--- src/rtl/ifx_dig_filter_mc.sv ---
// ifx_dig_filter_mc: multi-channel digital deglitch filter. Each channel has a
// synchroniser, a length-qualified toggle filter, edge-selective interrupt
// status (W1C), an interrupt mask and a shared single-cycle interrupt pulse.
module ifx_dig_filter_mc #(
  parameter int FILT_NB     = 8,
  parameter int AWIDTH      = 8,
  parameter int DWIDTH      = 8,
  parameter int CNT_W       = 4,
  parameter int SYNC_STAGES = 2
) (
  input  logic               clk_i,
  input  logic               rst_i,
  input  logic               acc_en_i,
  input  logic               wr_en_i,
  input  logic [AWIDTH-1:0]  addr_i,
  input  logic [DWIDTH-1:0]  wdata_i,
  output logic [DWIDTH-1:0]  rdata_o,
  input  logic [FILT_NB-1:0] data_in,
  output logic [FILT_NB-1:0] data_out,
  output logic               int_pulse_out
);

  localparam int CFG_W     = CNT_W + 3;
  localparam int ADDR_STAT = 'h40;
  localparam int ADDR_MASK = 'h60;
  localparam int ADDR_DOUT = 'h80;

  logic [SYNC_STAGES-1:0][FILT_NB-1:0] sync_q, sync_d;
  logic [FILT_NB-1:0] samp;
  logic [CFG_W-1:0]   cfg_q [FILT_NB];
  logic [CFG_W-1:0]   cfg_d [FILT_NB];
  logic [CNT_W-1:0]   cnt_q [FILT_NB];
  logic [CNT_W-1:0]   cnt_d [FILT_NB];
  logic [FILT_NB-1:0] out_q, out_d;
  logic [FILT_NB-1:0] status_q, status_d;
  logic [FILT_NB-1:0] mask_q, mask_d;
  logic [FILT_NB-1:0] event_s;
  logic [FILT_NB-1:0] w1c;
  logic [DWIDTH-1:0]  rdata_q, rdata_d, rd_word;
  logic               pulse_q, pulse_d;
  logic               wr_acc, rd_acc;

  // Toggle threshold: a length of zero behaves like a length of one.
  function automatic logic [CNT_W-1:0] thr_of(input logic [CNT_W-1:0] len);
    return (len == '0) ? '0 : len - 1'b1;
  endfunction

  assign samp = sync_q[SYNC_STAGES-1];

  // Synchroniser shift, per-channel filter counters and qualified edge events.
  always_comb begin
    sync_d  = {sync_q[SYNC_STAGES-2:0], data_in};
    out_d   = out_q;
    event_s = '0;
    for (int ch = 0; ch < FILT_NB; ch++) begin
      cnt_d[ch] = '0;
      if (cfg_q[ch][CNT_W+2] && (samp[ch] != out_q[ch])) begin
        if (cnt_q[ch] >= thr_of(cfg_q[ch][CNT_W-1:0])) begin
          out_d[ch]   = samp[ch];
          event_s[ch] = samp[ch] ? cfg_q[ch][CNT_W] : cfg_q[ch][CNT_W+1];
        end else begin
          cnt_d[ch] = cnt_q[ch] + 1'b1;
        end
      end
    end
    status_d = (status_q & ~w1c) | event_s;
    pulse_d  = |(event_s & mask_q);
  end

  // Register bus decode: config/mask writes, W1C clear vector and read mux.
  always_comb begin
    wr_acc  = acc_en_i & wr_en_i;
    rd_acc  = acc_en_i & ~wr_en_i;
    mask_d  = mask_q;
    w1c     = '0;
    rd_word = '0;
    for (int ch = 0; ch < FILT_NB; ch++) begin
      cfg_d[ch] = cfg_q[ch];
      if (wr_acc && (addr_i == AWIDTH'(ch)))
        cfg_d[ch] = wdata_i[CFG_W-1:0];
      if (wr_acc && (addr_i == AWIDTH'(ADDR_STAT + ch / DWIDTH)))
        w1c[ch] = wdata_i[ch % DWIDTH];
      if (wr_acc && (addr_i == AWIDTH'(ADDR_MASK + ch / DWIDTH)))
        mask_d[ch] = wdata_i[ch % DWIDTH];
      if (addr_i == AWIDTH'(ch))
        rd_word[CFG_W-1:0] = cfg_q[ch];
      if (addr_i == AWIDTH'(ADDR_STAT + ch / DWIDTH))
        rd_word[ch % DWIDTH] = status_q[ch];
      if (addr_i == AWIDTH'(ADDR_MASK + ch / DWIDTH))
        rd_word[ch % DWIDTH] = mask_q[ch];
      if (addr_i == AWIDTH'(ADDR_DOUT + ch / DWIDTH))
        rd_word[ch % DWIDTH] = out_q[ch];
    end
    rdata_d = rd_acc ? rd_word : rdata_q;
  end

  // All state registers with synchronous active-high reset.
  always_ff @(posedge clk_i) begin
    if (rst_i) begin
      sync_q   <= '0;
      out_q    <= '0;
      status_q <= '0;
      mask_q   <= '0;
      rdata_q  <= '0;
      pulse_q  <= 1'b0;
      for (int ch = 0; ch < FILT_NB; ch++) begin
        cfg_q[ch] <= '0;
        cnt_q[ch] <= '0;
      end
    end else begin
      sync_q   <= sync_d;
      out_q    <= out_d;
      status_q <= status_d;
      mask_q   <= mask_d;
      rdata_q  <= rdata_d;
      pulse_q  <= pulse_d;
      for (int ch = 0; ch < FILT_NB; ch++) begin
        cfg_q[ch] <= cfg_d[ch];
        cnt_q[ch] <= cnt_d[ch];
      end
    end
  end

  assign data_out      = out_q;
  assign rdata_o       = rdata_q;
  assign int_pulse_out = pulse_q;

endmodule
--- config.mk ---
export PLATFORM = sky130hd
export DESIGN_NAME = ifx_dig_filter_mc
export DESIGN_NICKNAME = d
export VERILOG_FILES = /design/src/rtl/ifx_dig_filter_mc.sv
export SDC_FILE = /design/constraint.sdc
export NUM_CORES = 1
export LEC_CHECK = 0
export CAP_MARGIN = 30
export CORE_MARGIN = 2
export CORE_UTILIZATION = 40
export CTS_CLUSTER_SIZE = 12
export DETAILED_ROUTE_END_ITERATION = 16
export PLACE_DENSITY_LB_ADDON = 0.08
export RECOVER_POWER = 50
export SLEW_MARGIN = 20
export SYNTH_ARGS = -nofsm -noshare
export SYNTH_HDL_FRONTEND = slang
export SYNTH_SLANG_ARGS = --single-unit
--- constraint.sdc ---
create_clock -name clk_i -period 4.3 [get_ports clk_i]
set_clock_uncertainty 0.1 [all_clocks]
set_input_delay 0.86 -clock clk_i [delete_from_list [all_inputs] [get_ports clk_i]]
set_output_delay 0.86 -clock clk_i [all_outputs]
set_load 0.02 [all_outputs]
==> results of run 1 <==
## cell families after synthesis
| kind of cell | Yosys count |
|---|---|
| compound gates | 173 |
| simple gates | 372 |
| xor+xnor | 22 |
| buf+inv | 75 |
| mux | 48 |
| flops | 137 |
| fa+ha+maj | 40 |
## cell usage in the layout (no fill, tap or decap), types with 5 or more instances in the layout
cell type / Yosys / layout
buf_4: 0 / 9
o31ai_1: 8 / 8
xnor2_1: 14 / 14
nand2_1: 91 / 91
and2_1: 5 / 5
nor2_1: 108 / 108
dlygate4sd3_1: 0 / 18
o21ai_0: 19 / 19
a31oi_1: 7 / 7
clkbuf_16: 0 / 17
nand3_1: 66 / 66
xor2_1: 8 / 8
nand3b_1: 10 / 10
bufinv_16: 0 / 5
o21a_1: 6 / 6
or4b_1: 8 / 8
dfxtp_1: 137 / 137
nand2b_1: 13 / 13
clkdlybuf4s50_1: 0 / 25
a2111oi_0: 10 / 10
a21oi_1: 76 / 76
mux2i_1: 44 / 44
o22ai_1: 7 / 7
nor3b_1: 5 / 5
a22oi_1: 5 / 5
ha_1: 40 / 40
inv_1: 31 / 31
nor3_1: 17 / 17
nor2b_1: 32 / 32
## registers in the layout, indices dropped and copies added (netlist names)
name,count
cnt_q,32
rdata_o,8
cfg_q,56
mask_q,8
data_out,8
sync_d,8
int_pulse_out,1
status_q,8
samp,8
## power groups by stage
stage / combinational [mW] / sequential (mW) / clock [mW]
2_1_floorplan: 0.0850 / 1.32 / 0
3_3_place_gp: 0.164 / 1.32 / 0
3_5_place_dp: 0.164 / 1.32 / 0
4_1_cts: 0.164 / 1.29 / 1.63
5_1_grt: 0.176 / 1.29 / 1.68
6_report: 0.164 / 1.29 / 1.60
## final cells by class
class / instances / area (um^2) / area share (%)
Clock inverter: 12 / 198 / 2.35
Inverter: 32 / 120 / 1.43
Sequential cell: 137 / 2740 / 32.6
Tap cell: 225 / 282 / 3.34
Clock buffer: 18 / 439 / 5.21
Multi-Input combinational cell: 655 / 4110 / 48.8
Timing Repair Buffer: 56 / 529 / 6.28
## synth_stat cells (all sizes together), types with 11 or more instances
master	instances	area (um^2)
a2111oi	11	103
a21oi	76	380
buf	11	51.3
clkbuf	32	120
dfxtp	137	2740
ha	40	500
inv	32	120
mux2i	44	440
nand2	91	342
nand2b	13	81.3
nand3	66	330
nor2	108	405
nor2b	32	200
nor3	20	128
o21ai	21	105
xnor2	14	123
## worst max-delay path by stage
stage              start                        end  slack, ns
2_1_floorplan  addr_i[3]    rdata_o[1]$_SDFFE_PP0P_       1.73
3_3_place_gp   addr_i[5]  cfg_q[1][27]$_SDFFE_PP0P_       0.67
3_5_place_dp   addr_i[5]  cfg_q[1][22]$_SDFFE_PP0P_       0.64
4_1_cts        addr_i[5]  cfg_q[1][23]$_SDFFE_PP0P_       1.08
5_1_grt            rst_i     cnt_q[1][1]$_SDFF_PP0_       0.59
6_report           rst_i     cnt_q[1][2]$_SDFF_PP0_       0.84
## worst reg2reg max path, cell delays in order (launching register included)
cell and delay [ns]:
dfxtp_1 0.38, or2_2 0.35, nor3b_1 0.23, a21oi_1 0.07, ha_1 0.20, a2111oi_0 0.40, a21oi_1 0.15, nand3_1 0.18
o2111a_1 0.26, a41oi_1 0.16
## per-layer routing
| metal | part of all wire, % | routed length, um | GRT usage, % | up-vias |
|---|---|---|---|---|
| met3 | 5.3 | 1160 | 5.70 | 26 |
| met5 | 0 | 0 | 0 | - |
| met4 | 1.7 | 366 | 6.47 | 0 |
| met2 | 46 | 10200 | 39.0 | 169 |
| met1 | 47 | 10200 | 33.1 | 3040 |
| li1 | - | - | - | 3133 |
## stage by stage
step	total power [mW]	setup WS (ns)
3_5_place_dp	1.48	0.645
5_1_grt	3.15	0.589
2_1_floorplan	1.40	1.73
6_report	3.05	0.837
4_1_cts	3.08	1.08
3_3_place_gp	1.48	0.672
==> impl_metrics.csv, run 1 <==
group,metric,value,unit
status,run_status,"complete, but fails checks",
status,violations,"max-capacitance violations, max-slew violations",
yosys,synth_cells,867,
placed_design,hpwlAfterDp,15900,um
worst_hold_path,worst_hold_path_endpoint,"samp[7]$_SDFF_PP0_",
worst_setup_path,rrSetupSlack,1.54,ns
worst_hold_path,holdPathStages,1,
finish,stdcell_count,1135,
worst_setup_path,worst-path-stages,4,
route,post-route-drc-count,0,
run,drv.max_cap_violation_count,1,
worst_setup_path,crit-reg2reg-capture,"int_pulse_out$_SDFF_PP0_",
floorplanning,io_pins,45,
worst_setup_path,crit_arrival,3.68,ns
placed_design,final_estimated_routing_congestion_in_global_placement,0.949,
route,num_vias,6368,
worst_setup_path,cpMostUsedCell,"clkbuf_1",
timing,timing.hold.ws,0.332,ns
yosys,seq_area_frac_synth,38.4,%
yosys,synth_simple_gate_area_share,25.3,%
cts,cts_num_sinks,137,
cts,cts-htree-levels,4,
global_route,grt_pass1_vias,6193,
yosys,synth_cell_types,64,
route,drtPass1Iterations,5,
worst_setup_path,critical_path_peak_fanout,59,
worst_setup_path,worst-setup-path-type,"in2reg",
timing,period_minus_slack,3.46,ns
worst_setup_path,critical_path_s_top_delay_family,"buffers and inverters",
worst_setup_path,critPathSlowestCell,"clkbuf_1",
placed_design,number_of_buffers_added_on_ports,44,
worst_hold_path,hold_class,"reg2reg",
yosys,mappedNetlistArea,7150,um^2
timing,post-route-period-util,80.5,%
yosys,synth_top_family_by_area,"simple AND/OR/NAND/NOR gates",
power_and_ir_drop,power_leakage,3.13,nW
finish,area.growth.synth_to_final,17.9,%
cts,post_cts.resized_instances,0,
cts,cts_root_buffer,"clkbuf_16",
yosys,synthAdderAreaFrac,7.00,%
timing,worst_slew_pin_slew,2.64,ns
yosys,synth_compound_gate_area_share,15.4,%
yosys,synth.mux.area_fraction,7.11,%
cts,cts_buffers,17,
yosys,mappedNetlistNets,935,
timing,final_max_slew_viol_count,59,
floorplanning,die_outline_area,19000,um^2
route,routed_wl,21900,um
timing,tns,0,ns
worst_setup_path,crit_buf_inv,2,
global_route,initial_antenna_violation_count,0,
timing,finalSetupViolations,0,
placed_design,placed_cells_incl_taps,1105,
global_route,overflow,0,
route,avgRoutedWirePerCell,19.3,um
yosys,post_synthesis_register_bit_count,137,
yosys,edff_count_synth,0,
route,vias_per_cell,5.61,
worst_setup_path,ff2ff_path_depth,9,
worst_setup_path,path_cells,"clkbuf_1 -> clkbuf_1 -> or4b_1 -> nor2_1",
finish,final_core_util,48.5,%
cts,tritoncts,"done",
cts,worst_setup_hold_path_clk_slew,0.06,ns
timing,max_freq,0.289,GHz
floorplanning,die_w,138,um
floorplanning,core_region_area,17400,um^2
cts,cts-hold-fix-buffers,0,
worst_setup_path,cpPeakStageDelay,1.84,ns
yosys,syn_avg_cell_area,8.24,um^2
timing,rsz0062_at_grt,"no",
worst_setup_path,worstReg2RegStart,"cfg_q[1][7]$_SDFFE_PP0P_",
finish,diode_count,0,
yosys,synth-xor-area-share,2.70,%
power_and_ir_drop,power_frac_seq,42.2,%
route,detail_route.iter0.violations,582,
finish,final_nets,967,
placed_design,place_area,7800,um^2
global_route,grt_use_total,24.4,%
cts,cts_max_path_buffers,2,
timing,hold_viol_final,0,
worst_setup_path,startpoint_type,"input port",
yosys,synth_async_sr_flop_share,0,%
global_route,grt_first_pass_wirelength,34700,um
worst_setup_path,endpoint_kind,"flip-flop",
power_and_ir_drop,irDropWorstVdd,0.284,mV
yosys,synth_warnings,0,
power_and_ir_drop,p_switching,0.679,mW
worst_setup_path,critical_path_required,4.51,ns
cts,clkLatencyLatePin,0.42,ns
route,detail-route-antenna-nets,0,
global_route,grt_max_degree,60,
power_and_ir_drop,combinationalPowerShare,5.4,%
finish,drive_above_1_share,6.26,%
power_and_ir_drop,share_clk_of_total_power,52.4,%
yosys,synth_top_flop_cell,"dfxtp_1",
power_and_ir_drop,power_density,363,nW/um^2
worst_hold_path,hold_start,"sync_d[15]$_SDFF_PP0_",
finish,final_area,8420,um^2
floorplanning,initial_core_util,41.2,%
power_and_ir_drop,switching_share,22.2,%
timing,timing.max_slew.rel_slack,-76.2,%
floorplanning,floorplan.die.height,138,um
power_and_ir_drop,internal_power,2.38,mW
cts,post-cts-setup-buffer-count,0,
finish,fillCellCount,1670,
floorplanning,rows,48,
(Power assumes the default switching activity.)
==> run 2, diff against run 1 <==
clock period = 3.3 ns   (was 4.3 ns; I/O delays follow)
==> impl_metrics.csv, run 2 (synthesized netlist as in run 1, its figures left out) <==
group,metric,value,unit
status,run_status,"finished, final reports clean",
worst_setup_path,path_cells,"dlygate4sd3_1 -> nor4_2 -> nand2_1 -> nor3_2 -> mux2i_1 -> nor2_1",
route,post-route-drc-count,0,
cts,tritoncts,"done",
finish,final_core_util,48.6,%
route,vias_per_cell,5.69,
finish,final_nets,978,
finish,layout_top_registers,"cfg_q (56), cnt_q (32)",
floorplanning,rows,48,
finish,diode_count,0,
finish,register_with_the_most_flip_flops,"cfg_q",
timing,tns,0,ns
cts,post_cts.resized_instances,0,
finish,fillCellCount,1703,
global_route,grt_pass1_vias,6078,
cts,cts_max_path_buffers,2,
power_and_ir_drop,p_switching,0.876,mW
power_and_ir_drop,power_leakage,3.14,nW
worst_setup_path,critical_path_peak_fanout,7,
timing,worst_slew_pin_slew,1.36,ns
finish,drive_above_1_share,6.95,%
timing,rsz0062_at_grt,"no",
worst_setup_path,worst-setup-path-type,"in2reg",
timing,timing.max_slew.rel_slack,9.17,%
route,routed_wl,22200,um
floorplanning,io_pins,45,
cts,cts-htree-levels,4,
timing,final_max_slew_viol_count,0,
worst_setup_path,crit_arrival,3.10,ns
worst_setup_path,critical_path_s_top_delay_family,"simple AND/OR/NAND/NOR gates",
global_route,overflow,0,
finish,number_of_flip_flops_in_the_largest_register,56,
timing,period_minus_slack,2.95,ns
global_route,grt_use_total,24.5,%
power_and_ir_drop,switching_share,22.6,%
power_and_ir_drop,irDropWorstVdd,0.389,mV
finish,sequential_cell_area,2740,um^2
power_and_ir_drop,internal_power,3.00,mW
worst_setup_path,startpoint_type,"input port",
cts,cts_buffers,17,
finish,multi_input_area,4100,um^2
finish,most_common_library_cell_in_the_layout_ignoring_fill_and_taps,"dfxtp_1",
placed_design,number_of_buffers_added_on_ports,44,
cts,post-cts-setup-buffer-count,0,
floorplanning,floorplan.die.height,138,um
route,detail-route-antenna-nets,0,
cts,cts-hold-fix-buffers,0,
finish,area.growth.synth_to_final,18.0,%
timing,finalSetupViolations,0,
worst_setup_path,endpoint_kind,"flip-flop",
placed_design,hpwlAfterDp,16300,um
power_and_ir_drop,power_density,459,nW/um^2
route,drtPass1Iterations,5,
run,drv.max_cap_violation_count,0,
worst_setup_path,critPathSlowestCell,"nor3_2",
floorplanning,die_outline_area,19000,um^2
cts,cts_num_sinks,137,
global_route,grt_max_degree,59,
timing,max_freq,0.339,GHz
worst_hold_path,hold_class,"reg2reg",
finish,layout.cells.most_common_list,"dfxtp_1, nor2_1, nand2_1",
power_and_ir_drop,power_frac_seq,43.3,%
timing,hold_viol_final,0,
cts,clkLatencyLatePin,0.42,ns
cts,cts_root_buffer,"clkbuf_16",
power_and_ir_drop,share_clk_of_total_power,51.0,%
timing,timing.hold.ws,0.336,ns
route,num_vias,6522,
cts,worst_setup_hold_path_clk_slew,0.06,ns
global_route,initial_antenna_violation_count,0,
route,avgRoutedWirePerCell,19.4,um
power_and_ir_drop,combinationalPowerShare,5.7,%
route,detail_route.iter0.violations,474,
global_route,grt_first_pass_wirelength,34700,um
timing,post-route-period-util,89.5,%
worst_setup_path,crit_buf_inv,1,
floorplanning,core_region_area,17400,um^2
floorplanning,die_w,138,um
worst_setup_path,cpPeakStageDelay,0.66,ns
placed_design,final_estimated_routing_congestion_in_global_placement,0.956,
worst_setup_path,critical_path_required,3.45,ns
floorplanning,initial_core_util,41.2,%
run 2: power by group through the flow:
stage,Clock (mW),Combinational [mW],Sequential [mW]
2_1_floorplan,0,0.111,1.72
5_1_grt,2.08,0.234,1.68
4_1_cts,2.00,0.224,1.68
6_report,1.97,0.221,1.68
3_3_place_gp,0,0.223,1.72
3_5_place_dp,0,0.223,1.72
run 2: path summary, 6_finish.rpt:
check	startpoint	slack, ns	to	cells after the start
hold reg to reg	sync_d[15]$_SDFF_PP0_	0.34	samp[7]$_SDFF_PP0_	1
setup reg to reg	cfg_q[0][0]$_SDFFE_PP0P_	0.53	cnt_q[0][2]$_SDFF_PP0_	8
setup / recovery	addr_i[2]	0.35	cfg_q[0][23]$_SDFFE_PP0P_	6
hold / removal	sync_d[15]$_SDFF_PP0_	0.34	samp[7]$_SDFF_PP0_	1
run 2: per-layer routing:
layer | global-route usage, % | part of all wire (%) | vias to the layer above
met5 | 0 | 0 | -
met4 | 5.10 | 0.66 | 0
met3 | 4.30 | 5.0 | 14
met2 | 41.1 | 48 | 199
met1 | 33.0 | 46 | 3154
li1 | - | - | 3155
run 2: layout make-up:
cell class              instances  share of cell area, %
inverters                      32                   1.42
clock inverters                13                   2.14
well taps                     225                   3.34
flip-flops and latches        137                   32.5
clock buffers                  17                   5.04
multi-input cells             655                   48.6
repair buffers                 67                   6.94
run 2: worst reg2reg max path, delay by kind of cell (launching register included):
kind            cells  cell delay, ns
simple gates        4            1.23
fa+ha+maj           1            0.29
flops               1            0.38
compound gates      3            0.71
run 2: per-stage QoR:
step	area, um^2	setup WS, ns	power [mW]	instances
6_report	8440	0.348	3.87	1146
5_1_grt	8440	0.182	4.00	1146
4_1_cts	8470	0.525	3.91	1146
3_5_place_dp	7870	0.138	1.94	1116
3_3_place_gp	7870	0.173	1.94	1116
2_1_floorplan	7150	0.934	1.83	867
